<file path="config.mk">
export PLATFORM = sky130hd
export DESIGN_NAME = uart_cmd_router_flat
export DESIGN_NICKNAME = d
export VERILOG_FILES = /design/src/rtl/uart_cmd_router_pkg.sv /design/src/rtl/uart_cmd_router_if.sv /design/src/rtl/uart_cmd_router_idle_timer.sv /design/src/rtl/uart_cmd_router.sv /design/src/flat_wrapper.sv
export SDC_FILE = /design/constraint.sdc
export NUM_CORES = 1
export LEC_CHECK = 0
export CAP_MARGIN = 20
export CORE_UTILIZATION = 55
export DETAILED_ROUTE_END_ITERATION = 16
export DONT_BUFFER_PORTS = 1
export PLACE_DENSITY = 0.73
export SYNTH_ARGS = -nofsm -noshare
export SYNTH_HDL_FRONTEND = slang
export SYNTH_SLANG_ARGS = --single-unit
export TNS_END_PERCENT = 5
</file>
<file path="constraint.sdc">
create_clock -name clk -period 1.9 [get_ports clk]
set_input_delay 0 -clock clk [delete_from_list [all_inputs] [get_ports clk]]
set_output_delay 0 -clock clk [all_outputs]
set_load 0.03 [all_outputs]
</file>
<file path="src/rtl/uart_cmd_router_pkg.sv">
// Shared types and constants for the UART command router.
// Mode encodings, stream framing constants and FSM states.
package cube_pkg;

   localparam int         FRAME_BYTES    = 64;
   localparam int         TIMEOUT_CYCLES = 100000;
   localparam logic [7:0] SYNC_BYTE      = 8'hFF;

   typedef enum logic [3:0] {
      MODE_OFF       = 4'd0,
      MODE_ANIM_LOOP = 4'd1,
      MODE_ANIM_SEL  = 4'd2,
      MODE_STREAM    = 4'd3,
      MODE_PLANE_MSG = 4'd4,
      MODE_ALL_ON    = 4'd5,
      MODE_ANIM_DB   = 4'd15
   } mode_e;

   typedef enum logic {
      ST_IDLE   = 1'b0,
      ST_STREAM = 1'b1
   } state_e;

endpackage

</file>
<file path="src/rtl/uart_cmd_router_if.sv">
// Byte stream in, config forward and frame buffer write out.
// master = upstream/environment side, slave = router side.
interface uart_cmd_router_if #(
   parameter int ADDR_W = 6
);

   logic [7:0]        rx_data;
   logic              rx_valid;
   logic              buf_ready;
   logic [7:0]        cfg_byte;
   logic              cfg_valid;
   logic              buf_wr_en;
   logic [ADDR_W-1:0] buf_wr_addr;
   logic [7:0]        buf_wr_data;
   logic              frame_commit;
   logic              frame_abort;

   modport master (
      output rx_data,
      output rx_valid,
      output buf_ready,
      input  cfg_byte,
      input  cfg_valid,
      input  buf_wr_en,
      input  buf_wr_addr,
      input  buf_wr_data,
      input  frame_commit,
      input  frame_abort
   );

   modport slave (
      input  rx_data,
      input  rx_valid,
      input  buf_ready,
      output cfg_byte,
      output cfg_valid,
      output buf_wr_en,
      output buf_wr_addr,
      output buf_wr_data,
      output frame_commit,
      output frame_abort
   );

endinterface

</file>
<file path="src/rtl/uart_cmd_router_idle_timer.sv">
// Saturating idle counter between stream payload bytes.
// expired_o is high while the count sits at TIMEOUT_CYCLES-1.
module idle_timer #(
   parameter int TIMEOUT_CYCLES = 100000
) (
   input  logic clk,
   input  logic rst_n,
   input  logic clear_i,
   input  logic enable_i,
   output logic expired_o
);

   localparam int TW =
      (TIMEOUT_CYCLES > 1) ? $clog2(TIMEOUT_CYCLES) : 1;
   localparam logic [TW-1:0] LAST = TW'(TIMEOUT_CYCLES - 1);
   localparam logic [TW-1:0] SAT  = '1;

   logic [TW-1:0] cnt_q;
   logic [TW-1:0] cnt_d;

   // clear dominates; otherwise count up and hold at all-ones
   always_comb begin
      cnt_d = cnt_q;
      if (clear_i) begin
         cnt_d = '0;
      end else if (enable_i && (cnt_q != SAT)) begin
         cnt_d = cnt_q + TW'(1);
      end
   end

   // counter register
   always_ff @(posedge clk) begin
      if (!rst_n) begin
         cnt_q <= '0;
      end else begin
         cnt_q <= cnt_d;
      end
   end

   assign expired_o = (cnt_q == LAST);

endmodule

</file>
<file path="src/rtl/uart_cmd_router.sv">
// Routes UART bytes to config space or the frame buffer.
// Sequences 64-byte stream frames with commit/abort pulses.
module uart_cmd_router #(
   parameter int         FRAME_BYTES    = cube_pkg::FRAME_BYTES,
   parameter int         TIMEOUT_CYCLES = cube_pkg::TIMEOUT_CYCLES,
   parameter logic [7:0] SYNC_BYTE      = cube_pkg::SYNC_BYTE,
   parameter int         ADDR_W         = $clog2(FRAME_BYTES)
) (
   input  logic             clk,
   input  logic             rst_n,
   input  logic [3:0]       mode_i,
   input  logic             err_clr_i,
   output logic             busy_o,
   output logic             err_overrun_o,
   uart_cmd_router_if.slave bus
);

   import cube_pkg::*;

   // one spare bit so the counter cannot wrap inside a frame
   localparam int             CW       = ADDR_W + 1;
   localparam logic [CW-1:0]  LAST_IDX = CW'(FRAME_BYTES - 1);

   state_e            state_q;
   logic [CW-1:0]     cnt_q;
   logic [CW-1:0]     cnt_d;
   logic [7:0]        cfg_byte_q;
   logic              cfg_valid_q;
   logic              wr_en_q;
   logic [ADDR_W-1:0] wr_addr_q;
   logic [7:0]        wr_data_q;
   logic              commit_q;
   logic              abort_q;
   logic              err_q;

   logic in_stream;
   logic mode_ok;
   logic is_sync;
   logic tmr_clear;
   logic tmr_enable;
   logic tmr_expired;

   assign in_stream  = (state_q == ST_STREAM);
   assign mode_ok    = (mode_i == MODE_STREAM);
   assign is_sync    = (bus.rx_data == SYNC_BYTE);
   assign cnt_d      = cnt_q + CW'(1);
   assign tmr_clear  = !in_stream || bus.rx_valid;
   assign tmr_enable = in_stream && !bus.rx_valid;

   idle_timer #(
      .TIMEOUT_CYCLES(TIMEOUT_CYCLES)
   ) u_idle_timer (
      .clk      (clk),
      .rst_n    (rst_n),
      .clear_i  (tmr_clear),
      .enable_i (tmr_enable),
      .expired_o(tmr_expired)
   );

   // frame FSM with all outputs registered
   always_ff @(posedge clk) begin
      if (!rst_n) begin
         state_q     <= ST_IDLE;
         cnt_q       <= '0;
         cfg_byte_q  <= '0;
         cfg_valid_q <= 1'b0;
         wr_en_q     <= 1'b0;
         wr_addr_q   <= '0;
         wr_data_q   <= '0;
         commit_q    <= 1'b0;
         abort_q     <= 1'b0;
         err_q       <= 1'b0;
      end else begin
         cfg_valid_q <= 1'b0;
         wr_en_q     <= 1'b0;
         commit_q    <= 1'b0;
         abort_q     <= 1'b0;
         if (err_clr_i) begin
            err_q <= 1'b0;
         end
         unique case (state_q)
            ST_IDLE: begin
               if (bus.rx_valid) begin
                  if (is_sync && mode_ok) begin
                     state_q <= ST_STREAM;
                     cnt_q   <= '0;
                  end else begin
                     cfg_byte_q  <= bus.rx_data;
                     cfg_valid_q <= 1'b1;
                  end
               end
            end
            ST_STREAM: begin
               if (!mode_ok) begin
                  abort_q <= 1'b1;
                  state_q <= ST_IDLE;
               end else if (bus.rx_valid) begin
                  if (bus.buf_ready) begin
                     wr_en_q   <= 1'b1;
                     wr_addr_q <= cnt_q[ADDR_W-1:0];
                     wr_data_q <= bus.rx_data;
                     cnt_q     <= cnt_d;
                     if (cnt_q == LAST_IDX) begin
                        commit_q <= 1'b1;
                        state_q  <= ST_IDLE;
                     end
                  end else begin
                     err_q   <= 1'b1;
                     abort_q <= 1'b1;
                     state_q <= ST_IDLE;
                  end
               end else if (tmr_expired) begin
                  abort_q <= 1'b1;
                  state_q <= ST_IDLE;
               end
            end
            default: begin
               state_q <= ST_IDLE;
            end
         endcase
      end
   end

   assign bus.cfg_byte     = cfg_byte_q;
   assign bus.cfg_valid    = cfg_valid_q;
   assign bus.buf_wr_en    = wr_en_q;
   assign bus.buf_wr_addr  = wr_addr_q;
   assign bus.buf_wr_data  = wr_data_q;
   assign bus.frame_commit = commit_q;
   assign bus.frame_abort  = abort_q;
   assign busy_o           = in_stream;
   assign err_overrun_o    = err_q;

endmodule

</file>
<file path="src/flat_wrapper.sv">
// flat-port wrapper written by rule: the top's interface ports become plain ports
module uart_cmd_router_flat import cube_pkg::*;
#(
   parameter int         FRAME_BYTES    = cube_pkg::FRAME_BYTES,
   parameter int         TIMEOUT_CYCLES = cube_pkg::TIMEOUT_CYCLES,
   parameter logic [7:0] SYNC_BYTE      = cube_pkg::SYNC_BYTE,
   parameter int         ADDR_W         = $clog2(FRAME_BYTES)
)
  (clk, rst_n, mode_i, err_clr_i, busy_o, err_overrun_o, bus_rx_data, bus_rx_valid, bus_buf_ready, bus_cfg_byte, bus_cfg_valid, bus_buf_wr_en, bus_buf_wr_addr, bus_buf_wr_data, bus_frame_commit, bus_frame_abort);
  uart_cmd_router_if #(.ADDR_W(ADDR_W)) bus_i ();
  input  logic clk;
  input  logic rst_n;
  input  logic [3:0] mode_i;
  input  logic err_clr_i;
  output logic busy_o;
  output logic err_overrun_o;
  input wire logic [$bits(bus_i.rx_data)-1:0] bus_rx_data;
  input wire logic [$bits(bus_i.rx_valid)-1:0] bus_rx_valid;
  input wire logic [$bits(bus_i.buf_ready)-1:0] bus_buf_ready;
  output wire logic [$bits(bus_i.cfg_byte)-1:0] bus_cfg_byte;
  output wire logic [$bits(bus_i.cfg_valid)-1:0] bus_cfg_valid;
  output wire logic [$bits(bus_i.buf_wr_en)-1:0] bus_buf_wr_en;
  output wire logic [$bits(bus_i.buf_wr_addr)-1:0] bus_buf_wr_addr;
  output wire logic [$bits(bus_i.buf_wr_data)-1:0] bus_buf_wr_data;
  output wire logic [$bits(bus_i.frame_commit)-1:0] bus_frame_commit;
  output wire logic [$bits(bus_i.frame_abort)-1:0] bus_frame_abort;
  assign bus_i.rx_data = bus_rx_data;
  assign bus_i.rx_valid = bus_rx_valid;
  assign bus_i.buf_ready = bus_buf_ready;
  assign bus_cfg_byte = bus_i.cfg_byte;
  assign bus_cfg_valid = bus_i.cfg_valid;
  assign bus_buf_wr_en = bus_i.buf_wr_en;
  assign bus_buf_wr_addr = bus_i.buf_wr_addr;
  assign bus_buf_wr_data = bus_i.buf_wr_data;
  assign bus_frame_commit = bus_i.frame_commit;
  assign bus_frame_abort = bus_i.frame_abort;
  uart_cmd_router #(.FRAME_BYTES(FRAME_BYTES), .TIMEOUT_CYCLES(TIMEOUT_CYCLES), .SYNC_BYTE(SYNC_BYTE), .ADDR_W(ADDR_W)) u_core (.clk(clk), .rst_n(rst_n), .mode_i(mode_i), .err_clr_i(err_clr_i), .busy_o(busy_o), .err_overrun_o(err_overrun_o), .bus(bus_i));
endmodule
</file>
==> results.sh <==
export IMPL_status="complete, but fails checks"
export IMPL_violations="setup timing"
export IMPL_synth_seq_area_share=0.451
export IMPL_clock_sinks=52
export IMPL_final_nets=333
export IMPL_synth_edf_count=0
export IMPL_cp_start_kind="flip-flop"
export IMPL_synthSimpleGateAreaFrac=0.287
export IMPL_synthXorXnorAreaFrac=0.0379
export IMPL_grt_pass1_vias=1847
export IMPL_cts_buffers=5
export IMPL_synth_top_family_by_area="simple AND/OR/NAND/NOR gates"
export IMPL_start_util=0.573
export IMPL_vdd_ir_drop_max_mv=0.565
export IMPL_yosys_area_top_type="dfxtp_1"
export IMPL_syn_nets=293
export IMPL_clkPwrFrac=0.393
export IMPL_drive_above_1_share=0.182
export IMPL_ios=45
export IMPL_ant_nets=0
export IMPL_hp_class="input pin to flip-flop"
export IMPL_pwr_share_comb=0.036
export IMPL_place_congestion=0.838
export IMPL_hold_viol=0
export IMPL_critPathCaptureType="flip-flop"
export IMPL_setup_viol=7
export IMPL_clk_path_buf_depth=2
export IMPL_ys_flop_type="dfxtp_1"
export IMPL_async_reset_ff_frac=0
export IMPL_p_seq_frac=0.571
export IMPL_leakagePower_nw=0.950
export IMPL_maxCapViolCount=0
export IMPL_post_route_period_util=1.06
export IMPL_avgSynthCellArea_um2=8.46
export IMPL_critPathMaxFanout=5
export IMPL_core_um2=4030
export IMPL_syn_inst=273
export IMPL_syn_area_um2=2310
export IMPL_postRouteWirelength_um=5260
export IMPL_dp_cells=342
export IMPL_num_rows=23
export IMPL_cpPeakStageDelay_ns=0.44
export IMPL_clkLatencyLatePin_ns=0.31
export IMPL_synth_common_cells="dfxtp_1, nand2_1, nor2_1"
export IMPL_synth_ff_latch_count=52
export IMPL_synth_area_top_cells="dfxtp_1, nand2_1, a21oi_1"
export IMPL_synth_adder_area_share=0.0163
export IMPL_antenna_found_initial=0
export IMPL_fmax_ghz=0.496
export IMPL_synth_cell_types=47
export IMPL_worstMarginPinSlew_ns=0.829
export IMPL_cts_htree_levels=2
export IMPL_rsz0062_at_grt="true"
export IMPL_p_switching_w=0.000447
export IMPL_overflow=0
export IMPL_finalPower_w=0.00198
export IMPL_post_route_min_period_ns=2.02
export IMPL_drtIter0Drc=146
export IMPL_hold_depth=3
export IMPL_via_count=2085
export IMPL_powerDensity_nw_per_um2=699
export IMPL_grt_use_total=0.253
export IMPL_wl_per_cell_um=14.4
export IMPL_die_w_um=66.8
export IMPL_worstPathArrival_ns=2.23
export IMPL_dr_pass1_iters=5
export IMPL_clock_skew_ns=0.0127
export IMPL_stdcell_count=364
export IMPL_path_clk_slew_ns=0.10
export IMPL_fp_dieArea_um2=4460
export IMPL_port_buffers=0
export IMPL_intPower_w=0.00153
export IMPL_preCtsSetupSlack_ns=-0.101
export IMPL_cts_root_buf="clkbuf_8"
export IMPL_stdcell_area_um2=2830
export IMPL_diodes=0
export IMPL_muxShareOfSynthArea=0.0130
export IMPL_worstPathCellList="ha_4 > nand2_1 > nor2_1 > and3_1 > ha_2 > or3b_4 > nor3_4 > a311oi_1 > a41o_1"
export IMPL_area_delta_synth_final_pct=22.5
export IMPL_dieHeight_um=66.8
export IMPL_synth_top_area_frac=0.451
export IMPL_place_area_um2=2550
export IMPL_slew_violations=0
export IMPL_grt_first_pass_wirelength_um=8420
export IMPL_route_detailed_drc=0
export IMPL_cts_tree="built"
export IMPL_fin_hold_ws_ns=0.0325
export IMPL_yosysMostFrequentCell="dfxtp_1"
export IMPL_viasPerCell=5.73
export IMPL_crit_type="flip-flop to flip-flop"
export IMPL_post_cts_setup_buffer_count=0
export IMPL_setup_slack_ns=-0.115
export IMPL_worstPathRequired_ns=2.11
export IMPL_worst_path_max_delay_cell="or3b_4"
export IMPL_synth_compound_area_share=0.144
export IMPL_detailed_place_hpwl_um=3630
export IMPL_r2r_cells=9
export IMPL_switching_share=0.226
export IMPL_grt_max_degree=25
export IMPL_yosysWarnings=0
export IMPL_slew_headroom=0.445
## kinds of logic after synthesis
kind of cell    Yosys count
buf+inv                  24
compound gates           50
fa+ha+maj                 3
simple gates            131
flops                    52
mux                       3
xor+xnor                 10
## timing repair
item,CTS,global route
gates cloned,0,0
endpoints found under the hold margin,26,0
pin swaps,1,0
resized for setup,3,1
hold buffers,14,0
setup endpoints to repair,10,13
## critical path, delay by kind of cell (launching register included)
kind / cells / cell delay (ns)
fa+ha+maj: 2 / 0.33
compound gates: 2 / 0.34
simple gates: 5 / 0.89
flops: 1 / 0.35
## metal layers
metal / up-vias / track usage / routed length [µm]
met5: - / 0 / 0
met4: 0 / 0.0718 / 61
met3: 6 / 0.0873 / 446
met2: 72 / 0.379 / 2380
met1: 966 / 0.342 / 2380
li1: 1041 / - / -
## worst paths after layout
path	start	endpoint	slack [ns]
worst max-delay path	u_core.u_idle_timer.cnt_q[1]	u_core.u_idle_timer.cnt_q[13]	-0.12
worst min-delay path	bus_rx_valid	u_core.busy_o	0.03
worst max register to register	u_core.u_idle_timer.cnt_q[1]	u_core.u_idle_timer.cnt_q[13]	-0.12
worst min register to register	u_core.cnt_q[5]	u_core.bus.buf_wr_addr[5]	0.50
## flip-flops by register name, indices dropped and copies added (netlist names), 6 cells and up
name                       count
u_core.bus.buf_wr_addr         6
u_core.bus.buf_wr_data         8
u_core.bus.cfg_byte            8
u_core.cnt_q                   7
u_core.u_idle_timer.cnt_q     17
## placed cells by master (no fill, tap or decap), types with 2 or more instances in the layout
cell type,instances
dfxtp_1,50
nand2_1,49
buf_4,32
nor2_1,24
a21oi_1,18
nand3_1,17
dlygate4sd3_1,14
inv_1,10
xnor2_1,10
o21ai_1,8
nand4_1,7
o21ai_0,5
nor4_1,5
clkbuf_8,5
nor3_1,4
nor4_2,3
mux2i_1,3
a31oi_1,3
o221a_1,3
nand2b_1,3
nor3_2,2
and3_1,2
nand4bb_2,2
or3_1,2
nor2b_1,2
a211oi_1,2
a31o_1,2
or2_1,2
clkinv_4,2
dfxtp_2,2
## per-stage QoR
stage          TNS [ns]  utilization
4_1_cts          -0.641        0.701
3_3_place_gp     -0.252        0.633
3_5_place_dp     -0.546        0.633
2_1_floorplan   -0.0266            -
6_report         -0.577        0.702
5_1_grt           -2.18        0.702
## area by class of cell
class                      instances  area, µm²
multi-input combinational        197       1180
inverter                          11       41.3
sequential                        52       1040
clock buffer                       5       68.8
timing repair buffer              46        380
tap                               50       62.6
fill                             333       1200
clock inverter                     3       47.5
## power by group through the flow
stage | Sequential (W) | Clock [W] | Combinational (W)
after CTS | 0.00113 | 0.000785 | 0.0000694
after floorplan | 0.00115 | 0 | 0.0000420
final | 0.00113 | 0.000777 | 0.0000710
after detailed placement | 0.00115 | 0 | 0.0000359
after global placement | 0.00115 | 0 | 0.0000344
after global routing | 0.00113 | 0.000827 | 0.0000768
No activity file was read; power rests on OpenSTA's default activity.
